<file path="src/rtl/rob_commit.sv">
// In-order retire unit for the reorder buffer: allocates at the tail, accepts
// write-back results, and retires ready head entries to the register file.
module rob_commit #(
    parameter int ROB_DEPTH = 8,
    parameter int IDX_W     = 3,
    parameter int DATA_W    = 32,
    parameter int REG_W     = 5
) (
    input  logic              clk,
    input  logic              rst,
    input  logic              alloc_valid,
    input  logic [REG_W-1:0]  alloc_rd,
    output logic              alloc_ready,
    output logic [IDX_W-1:0]  alloc_idx,
    input  logic              wb_valid,
    input  logic [IDX_W-1:0]  wb_idx,
    input  logic [DATA_W-1:0] wb_value,
    input  logic              commit_stall,
    output logic              commit_valid,
    output logic [IDX_W-1:0]  commit_idx,
    output logic              rf_we,
    output logic [REG_W-1:0]  rf_waddr,
    output logic [DATA_W-1:0] rf_wdata,
    output logic [IDX_W:0]    rob_count,
    output logic              rob_empty,
    output logic              wb_err
);

    localparam logic [IDX_W:0] FULL_COUNT = (IDX_W+1)'(ROB_DEPTH);

    logic [ROB_DEPTH-1:0] busy_q, busy_d;
    logic [ROB_DEPTH-1:0] ready_q, ready_d;
    logic [REG_W-1:0]     rd_q    [ROB_DEPTH];
    logic [REG_W-1:0]     rd_d    [ROB_DEPTH];
    logic [DATA_W-1:0]    value_q [ROB_DEPTH];
    logic [DATA_W-1:0]    value_d [ROB_DEPTH];
    logic [IDX_W-1:0]     head_q, head_d;
    logic [IDX_W-1:0]     tail_q, tail_d;
    logic [IDX_W:0]       count_q, count_d;
    logic                 commit_valid_q, commit_valid_d;
    logic [IDX_W-1:0]     commit_idx_q, commit_idx_d;
    logic                 rf_we_q, rf_we_d;
    logic [REG_W-1:0]     rf_waddr_q, rf_waddr_d;
    logic [DATA_W-1:0]    rf_wdata_q, rf_wdata_d;
    logic                 wb_err_q, wb_err_d;
    logic                 do_alloc;
    logic                 do_commit;
    logic                 wb_ok;

    assign alloc_ready  = (count_q < FULL_COUNT);
    assign alloc_idx    = tail_q;
    assign commit_valid = commit_valid_q;
    assign commit_idx   = commit_idx_q;
    assign rf_we        = rf_we_q;
    assign rf_waddr     = rf_waddr_q;
    assign rf_wdata     = rf_wdata_q;
    assign rob_count    = count_q;
    assign rob_empty    = (count_q == '0);
    assign wb_err       = wb_err_q;

    always_comb begin
        do_alloc  = alloc_valid && alloc_ready;
        do_commit = busy_q[head_q] && ready_q[head_q] && !commit_stall;
        wb_ok     = busy_q[wb_idx] && !ready_q[wb_idx];

        busy_d         = busy_q;
        ready_d        = ready_q;
        rd_d           = rd_q;
        value_d        = value_q;
        head_d         = head_q;
        tail_d         = tail_q;
        count_d        = count_q;
        commit_idx_d   = commit_idx_q;
        rf_waddr_d     = rf_waddr_q;
        rf_wdata_d     = rf_wdata_q;
        wb_err_d       = wb_err_q;
        commit_valid_d = do_commit;
        rf_we_d        = do_commit && (rd_q[head_q] != '0);

        if (do_commit) begin
            busy_d[head_q]  = 1'b0;
            ready_d[head_q] = 1'b0;
            head_d          = head_q + IDX_W'(1);
            commit_idx_d    = head_q;
            rf_waddr_d      = rd_q[head_q];
            rf_wdata_d      = value_q[head_q];
        end

        // The tail entry is never busy while not full, so this cannot collide with the commit above
        if (do_alloc) begin
            busy_d[tail_q]  = 1'b1;
            ready_d[tail_q] = 1'b0;
            rd_d[tail_q]    = alloc_rd;
            tail_d          = tail_q + IDX_W'(1);
        end

        if (wb_valid) begin
            if (wb_ok) begin
                value_d[wb_idx] = wb_value;
                ready_d[wb_idx] = 1'b1;
            end else begin
                wb_err_d = 1'b1;
            end
        end

        case ({do_alloc, do_commit})
            2'b10:   count_d = count_q + (IDX_W+1)'(1);
            2'b01:   count_d = count_q - (IDX_W+1)'(1);
            default: count_d = count_q;
        endcase
    end

    always_ff @(posedge clk) begin
        if (rst) begin
            busy_q         <= '0;
            ready_q        <= '0;
            for (int i = 0; i < ROB_DEPTH; i++) begin
                rd_q[i]    <= '0;
                value_q[i] <= '0;
            end
            head_q         <= '0;
            tail_q         <= '0;
            count_q        <= '0;
            commit_valid_q <= 1'b0;
            commit_idx_q   <= '0;
            rf_we_q        <= 1'b0;
            rf_waddr_q     <= '0;
            rf_wdata_q     <= '0;
            wb_err_q       <= 1'b0;
        end else begin
            busy_q         <= busy_d;
            ready_q        <= ready_d;
            rd_q           <= rd_d;
            value_q        <= value_d;
            head_q         <= head_d;
            tail_q         <= tail_d;
            count_q        <= count_d;
            commit_valid_q <= commit_valid_d;
            commit_idx_q   <= commit_idx_d;
            rf_we_q        <= rf_we_d;
            rf_waddr_q     <= rf_waddr_d;
            rf_wdata_q     <= rf_wdata_d;
            wb_err_q       <= wb_err_d;
        end
    end

endmodule

</file>
<file path="config.mk">
export PLATFORM = sky130hd
export DESIGN_NAME = rob_commit
export DESIGN_NICKNAME = d
export VERILOG_FILES = /design/src/rtl/rob_commit.sv
export SDC_FILE = /design/constraint.sdc
export NUM_CORES = 1
export LEC_CHECK = 0
export CELL_PAD_IN_SITES_DETAIL_PLACEMENT = 1
export CELL_PAD_IN_SITES_GLOBAL_PLACEMENT = 1
export CORE_MARGIN = 2
export CORE_UTILIZATION = 45
export CTS_CLUSTER_DIAMETER = 120
export DETAILED_ROUTE_END_ITERATION = 8
export PLACE_DENSITY_LB_ADDON = 0.1
export RECOVER_POWER = 100
export SYNTH_ARGS = -nofsm -noshare
export SYNTH_HDL_FRONTEND = slang
export SYNTH_SLANG_ARGS = --single-unit
</file>
<file path="constraint.sdc">
create_clock -name clk -period 3.3 [get_ports clk]
set_input_delay 0.33 -clock clk [delete_from_list [all_inputs] [get_ports clk]]
set_output_delay 0.33 -clock clk [all_outputs]
set_load 0.01 [all_outputs]
</file>
### After elaboration in Yosys (flattened, before gate mapping)

Cells that the tools add are included.

* input bits: 45
* word-level logic and storage cells: 106
* register bits: 365

* bitwise gates (word level): 11
* muxes and demuxes: 33
* $lt $le $gt $ge: 12
* eq/ne operators: 2
* $add $sub $neg: 4
* reductions and logical operators: 17

Operators by type and width (count)
* bitwise mux 256 bit: 1
* binary-select mux 32 bit (select 3 bit): 1
* demux 32 bit (select 3 bit): 1
* 2-to-1 mux 32 bit: 3
* 2-to-1 mux 8 bit: 6
* bitwise mux 40 bit: 1
* AND 8 bit: 3
* inverter 8 bit: 2
* bitwise OR 8 bit: 2
* binary-select mux 5 bit (select 3 bit): 1
* demux 5 bit (select 3 bit): 1
* 2-to-1 mux 5 bit: 3
* binary-select mux 1 bit (select 3 bit): 4
* >= comparator 4 bit (second input constant): 3
* < comparator 3 x 4 -> 1 bit (second input constant): 3
* inverter 3 -> 4 bit: 3
* logical AND 1 bit: 10
* demux 1 bit (select 3 bit): 3
* >= comparator 3 x 1 -> 1 bit (second input constant): 3
* < comparator 4 x 1 -> 1 bit (second input constant): 2
* one-hot mux 4 bit (2 select lines): 1
* 2-to-1 mux 1 bit: 7
* adder 3 x 1 -> 3 bit (second input constant): 2
* nonzero test 5 bit: 1
* other kinds (10): 12

### Depth between registers and ports, before layout

* depth in word-level cells: 12
* gate-level depth with buffers: 14

### Worst setup path before layout

Ideal clock, no wire load.

* kind: reg-to-reg
* from: reg head_q[0]
* to: reg count_q[2] (netlist: rob_count[2])
* path slack: 0.379 ns
* path buffers: 3
* data required time: 3.230 ns
* arrival time: 2.851 ns
* cell stages (with the launch flop): 14
* path through: dfxtp_1 -> buf_4 -> mux2_2 -> a22o_1 -> o211a_1 -> buf_6 -> buf_6 -> ha_1 -> xor2_1 -> ha_1 -> a21oi_1 -> xor2_1 -> or3_1 -> a21oi_1

* word-level cells in the longest chain between the ends: 6
* elaborated cells on any way between the ends: 10
* those cells by class: 2 x eq/ne; 5 x mux; 3 x reduce/logical

Ends and longest elaborated chain
* from (decl): RTL line 37 `logic [IDX_W-1:0] head_q, head_d;`
* from (signal assigned): RTL line 121 `head_q <= '0;`
* from (signal assigned): RTL line 135 `head_q <= head_d;`
* binary-select mux 1 bit (select 3 bit): RTL line 63 `do_commit = busy_q[head_q] && ready_q[head_q] && !commit_stall;`
* 2-to-1 mux 1 bit (not written as such): RTL line 63
* logical AND 1 bit * (2 in a row): RTL line 63
* via commit_valid_d: RTL line 40 `logic commit_valid_q, commit_valid_d;`
* == test 2 x 1 -> 1 bit / == test 2 bit (equally long branches): RTL line 106 `case ({do_alloc, do_commit})`
* one-hot mux 4 bit (2 select lines) / nonzero test 2 bit (equally long branches)
* to (signal assigned): RTL line 137 `count_q <= count_d;`
* to (decl): RTL line 39 `logic [IDX_W:0] count_q, count_d;`

Mark *: on every way through the listed nets, which the timed path passes. The rest lies on a longest branch. The select of a mux whose other input is x is not followed.
A chain may end at the register's enable or synchronous reset.

### Final worst setup path

* from: in rst
* to: reg rf_wdata_q[10] (netlist: rf_wdata[10])

RTL lines
* from (decl): RTL line 10 `input logic rst,`
* to (signal assigned): RTL line 142 `rf_wdata_q <= rf_wdata_d;`
* to (decl): RTL line 44 `logic [DATA_W-1:0] rf_wdata_q, rf_wdata_d;`

No word-level cell between the ends.

==> flow_summary.rst <==
.. list-table::
   :header-rows: 1

   * - Metric
     - Value
   * - Post-cts sizing count
     - 0
   * - Number of buffers on the longest clock path
     - 3
   * - Most instantiated cells after synthesis
     - 555 x nand2_1, 365 x dfxtp_1, 294 x a21oi_1, 112 x nor2_1, 110 x clkbuf_1
   * - Reg2Reg Setup Slack
     - 0.37 ns
   * - Die area
     - 0.0364 mm2
   * - Min-delay src
     - value_q[155]
   * - Combinational family with the most area after synthesis
     - simple AND/OR/NAND/NOR gates
   * - Pins over their slew limit
     - 130
   * - Global-route wire length before repair
     - 82,600 um
   * - Drc violations
     - 0
   * - Floorplan die width
     - 191 um
   * - Category of the most critical setup path
     - in -> reg
   * - Maxcap violations
     - 1
   * - NumNets Final
     - 1,945
   * - CTS tree
     - yes
   * - Cell type contributing the most total cell area after synthesis
     - dfxtp_1
   * - Worst clock skew
     - 0.00983 ns
   * - Leakage component of the power
     - 6.09 nW
   * - Async set-or-reset flop fraction in the synthesized netlist
     - 0%
   * - Ports
     - 97
   * - Most common flop cell mapped by yosys
     - dfxtp_1
   * - Seq cells post-synth
     - 365
   * - Setup repair after global routing missed its margin
     - false
   * - Post-detail-place hpwl
     - 30,000 um
   * - Starting DRT DRC Count
     - 986
   * - Crit path DAT
     - 3.32 ns
   * - Final-report hold violation count
     - 0
   * - Final Worst Setup Slack
     - 0.338 ns
   * - CTS root buffer
     - clkbuf_16
   * - Length of the first detailed-routing pass in iterations
     - 5
   * - Pwr per Cell Area
     - 514 mW/mm2
   * - Combined flip-flop and latch cell area
     - 0.00731 mm2
   * - Number of warnings issued by yosys
     - 0
   * - # placed instances
     - 2,307
   * - Largest net degree at the start of global routing
     - 133
   * - Site Rows
     - 68
   * - Area taken by multi-input logic gates
     - 0.00756 mm2
   * - Worst-margin pin slew
     - 2.90 ns
   * - Max Fclk
     - 338 MHz
   * - Clock Pin Slew Worst Setup and Hold Paths
     - 0.06 ns
   * - Worst slew margin relative to its limit
     - -93.6%
   * - Data required time of the critical path
     - 3.66 ns
   * - Status
     - finished, violations left
   * - Vias after detailed routing
     - 13.9k
   * - Post-synthesis cell type count
     - 62
   * - Sum of negative setup slack
     - 0 ns
   * - Fraction of the mapped netlist area in simple logic gates
     - 19.5%
   * - Synthesized area per cell
     - 8.29 um2
   * - Number of buffers added for setup after CTS
     - 0
   * - Post-synthesis to final-layout area growth
     - 15.7%
   * - Post-CTS Hold Buffers
     - 0
   * - Effective utilization at floorplan
     - 45.6%
   * - Final estimated routing congestion in global placement
     - 0.800
   * - Fill count
     - 4,058
   * - Adder and majority gate portion of the synthesized area
     - 0.398%
   * - Non-filler instance count after layout
     - 2,381
   * - Kind of start point of the critical path
     - input pin
   * - Largest fanout on the critical path
     - 132
   * - Die outline height
     - 191 um
   * - End of the worst register-to-register path
     - rf_wdata[0]
   * - Fraction of the yosys area taken by sequential cells
     - 46.5%
   * - Source-to-sink clock delay at the later pin of the worst-skew pair
     - 0.53 ns
   * - Total Routing Usage GR
     - 29.3%
   * - Worst hold path class
     - reg -> reg
   * - Synth top area share
     - 46.5%
   * - Fraction of synthesized cell area in xor and xnor cells
     - 0.334%
   * - Reg-to-Reg Start
     - head_q[1]
   * - Total setup violations reported at the end of the flow
     - 0
   * - Synthesized instance count
     - 1,895
   * - Cell types with the largest area share after synthesis
     - dfxtp_1 46%, nand2_1 13%, a21oi_1 9.4%, mux2i_1 5.4%, mux4_2 3.9%
   * - Peak supply drop
     - 309 uV
   * - Netlist area before placement
     - 0.0157 mm2
   * - Clock H-tree levels
     - 2
   * - Number of buffer cells added on primary ports
     - 96
   * - Critical Path Sink
     - rf_wdata[10]
   * - Number of global-route vias before repair
     - 14.1k
   * - Wirelength per Cell
     - 22.4 um
   * - Core Footprint
     - 0.0345 mm2
   * - Count of inserted antenna diode cells
     - 0
   * - FF-to-FF path depth
     - 6
   * - Share of synthesized area spent on multiplexers
     - 10.6%
   * - Worst slack at placement
     - 0.440 ns
   * - Fin crit period
     - 2.96 ns
   * - Fraction of the mapped netlist area in compound gates
     - 17.0%
   * - Detailed-route wire length
     - 53,200 um
   * - Initial antenna violation count
     - 0
   * - Failing checks
     - capacitance limit, slew limit
   * - Startpoint of the worst setup timing path
     - rst
   * - Remaining global-route overflow
     - 0
   * - Share of cells above drive strength 1
     - 9.29%
   * - Vias per cell
     - 5.83
   * - Number of buffers created by CTS
     - 41
   * - Net count after synthesis
     - 1,945
   * - Number of enable flip-flop cells after synthesis
     - 0
   * - Share of the clock period used by the worst path after layout
     - 89.8%
   * - Kind of capture point of the worst setup path
     - register
   * - Clk sink count
     - 365
   * - Post-route ant nets
     - 0
   * - Most used standard cell by instance count after synthesis
     - nand2_1
## layer usage
metal,vias up,GRT usage [%],share of wire (%)
li1,6446,-,-
met1,6990,37.4,43
met2,347,51.5,49
met3,105,3.36,4.7
met4,0,9.39,3.0
met5,-,0,0
## stage by stage
step	util [%]	hold WS (ns)	area (um2)	power, mW
global route	52.8	0.473	18200	9.64
finish	52.8	0.454	18200	9.34
floorplan	-	0.432	15700	4.78
global placement	49.0	0.439	16900	4.93
detailed placement	49.0	0.447	16900	4.94
CTS	52.9	0.332	18200	9.42
## area by class of cell
| cell class | instances | share of cell area, % |
|---|---|---|
| inverter | 10 | 0.206 |
| clock buffer | 66 | 7.05 |
| sequential | 365 | 40.2 |
| multi-input combinational | 1334 | 41.6 |
| timing repair buffer | 143 | 7.52 |
| clock inverter | 8 | 0.255 |
| tap | 455 | 3.13 |
## how the worst min path moves through the flow
stage	to	slack (ns)	cells past startpoint
after CTS	rd_q[32]	0.33	2
after global placement	value_q[110]	0.44	2
after global routing	value_q[51]	0.47	2
after detailed placement	value_q[28]	0.45	2
after floorplan	value_q[236]	0.43	2
final	value_q[155]	0.45	2
## registers in the layout, indices dropped and copies added, names as in the netlist
register,cells
rob_count,4
commit_valid,1
value_q,256
ready_q,8
head_q,3
alloc_idx,3
rf_wdata,32
rf_we,1
wb_err,1
commit_idx,3
busy_q,8
rf_waddr,5
rd_q,40
## power breakdown
group / leakage (nW) / internal (mW) / switching (mW)
logic: 2.49 / 0.136 / 0.246
registers: 2.94 / 4.43 / 0.0268
clock network: 0.657 / 2.66 / 1.84
## critical path: stages
cell      delay [ns]
clkbuf_2        1.97
clkbuf_2        0.79
a211oi_1        0.10
## cells in the final DEF (no fill, tap or decap), drive strengths merged, types with 6 or more instances in the layout
master         synthesis  layout
nand2                555     555
dfxtp                365     365
a21oi                294     294
nor2                 112     112
mux2i                 85      85
clkbuf               132      73
dlygate4sd3            0      52
clkdlybuf4s50          0      43
buf                   54      41
a211oi                32      32
mux4                  27      27
a22oi                 27      27
mux2                  18      18
o21ai                 17      17
o22ai                 15      15
nand3                 13      13
o211ai                13      13
nor2b                 12      12
nand2b                11      11
a221oi                11      11
nor3                  11      11
inv                    9      10
a22o                   8       8
clkinv                 1       7
a311oi                 6       6
## logic make-up after synthesis
| group | Yosys count |
|---|---|
| AOI/OAI and AO/OA | 447 |
| xor gates and xnor gates | 6 |
| adders and majority gates | 5 |
| buffers and inverters | 196 |
| DFF | 365 |
| muxes | 130 |
| and+or+nand+nor | 746 |
(Power assumes the default switching activity.)
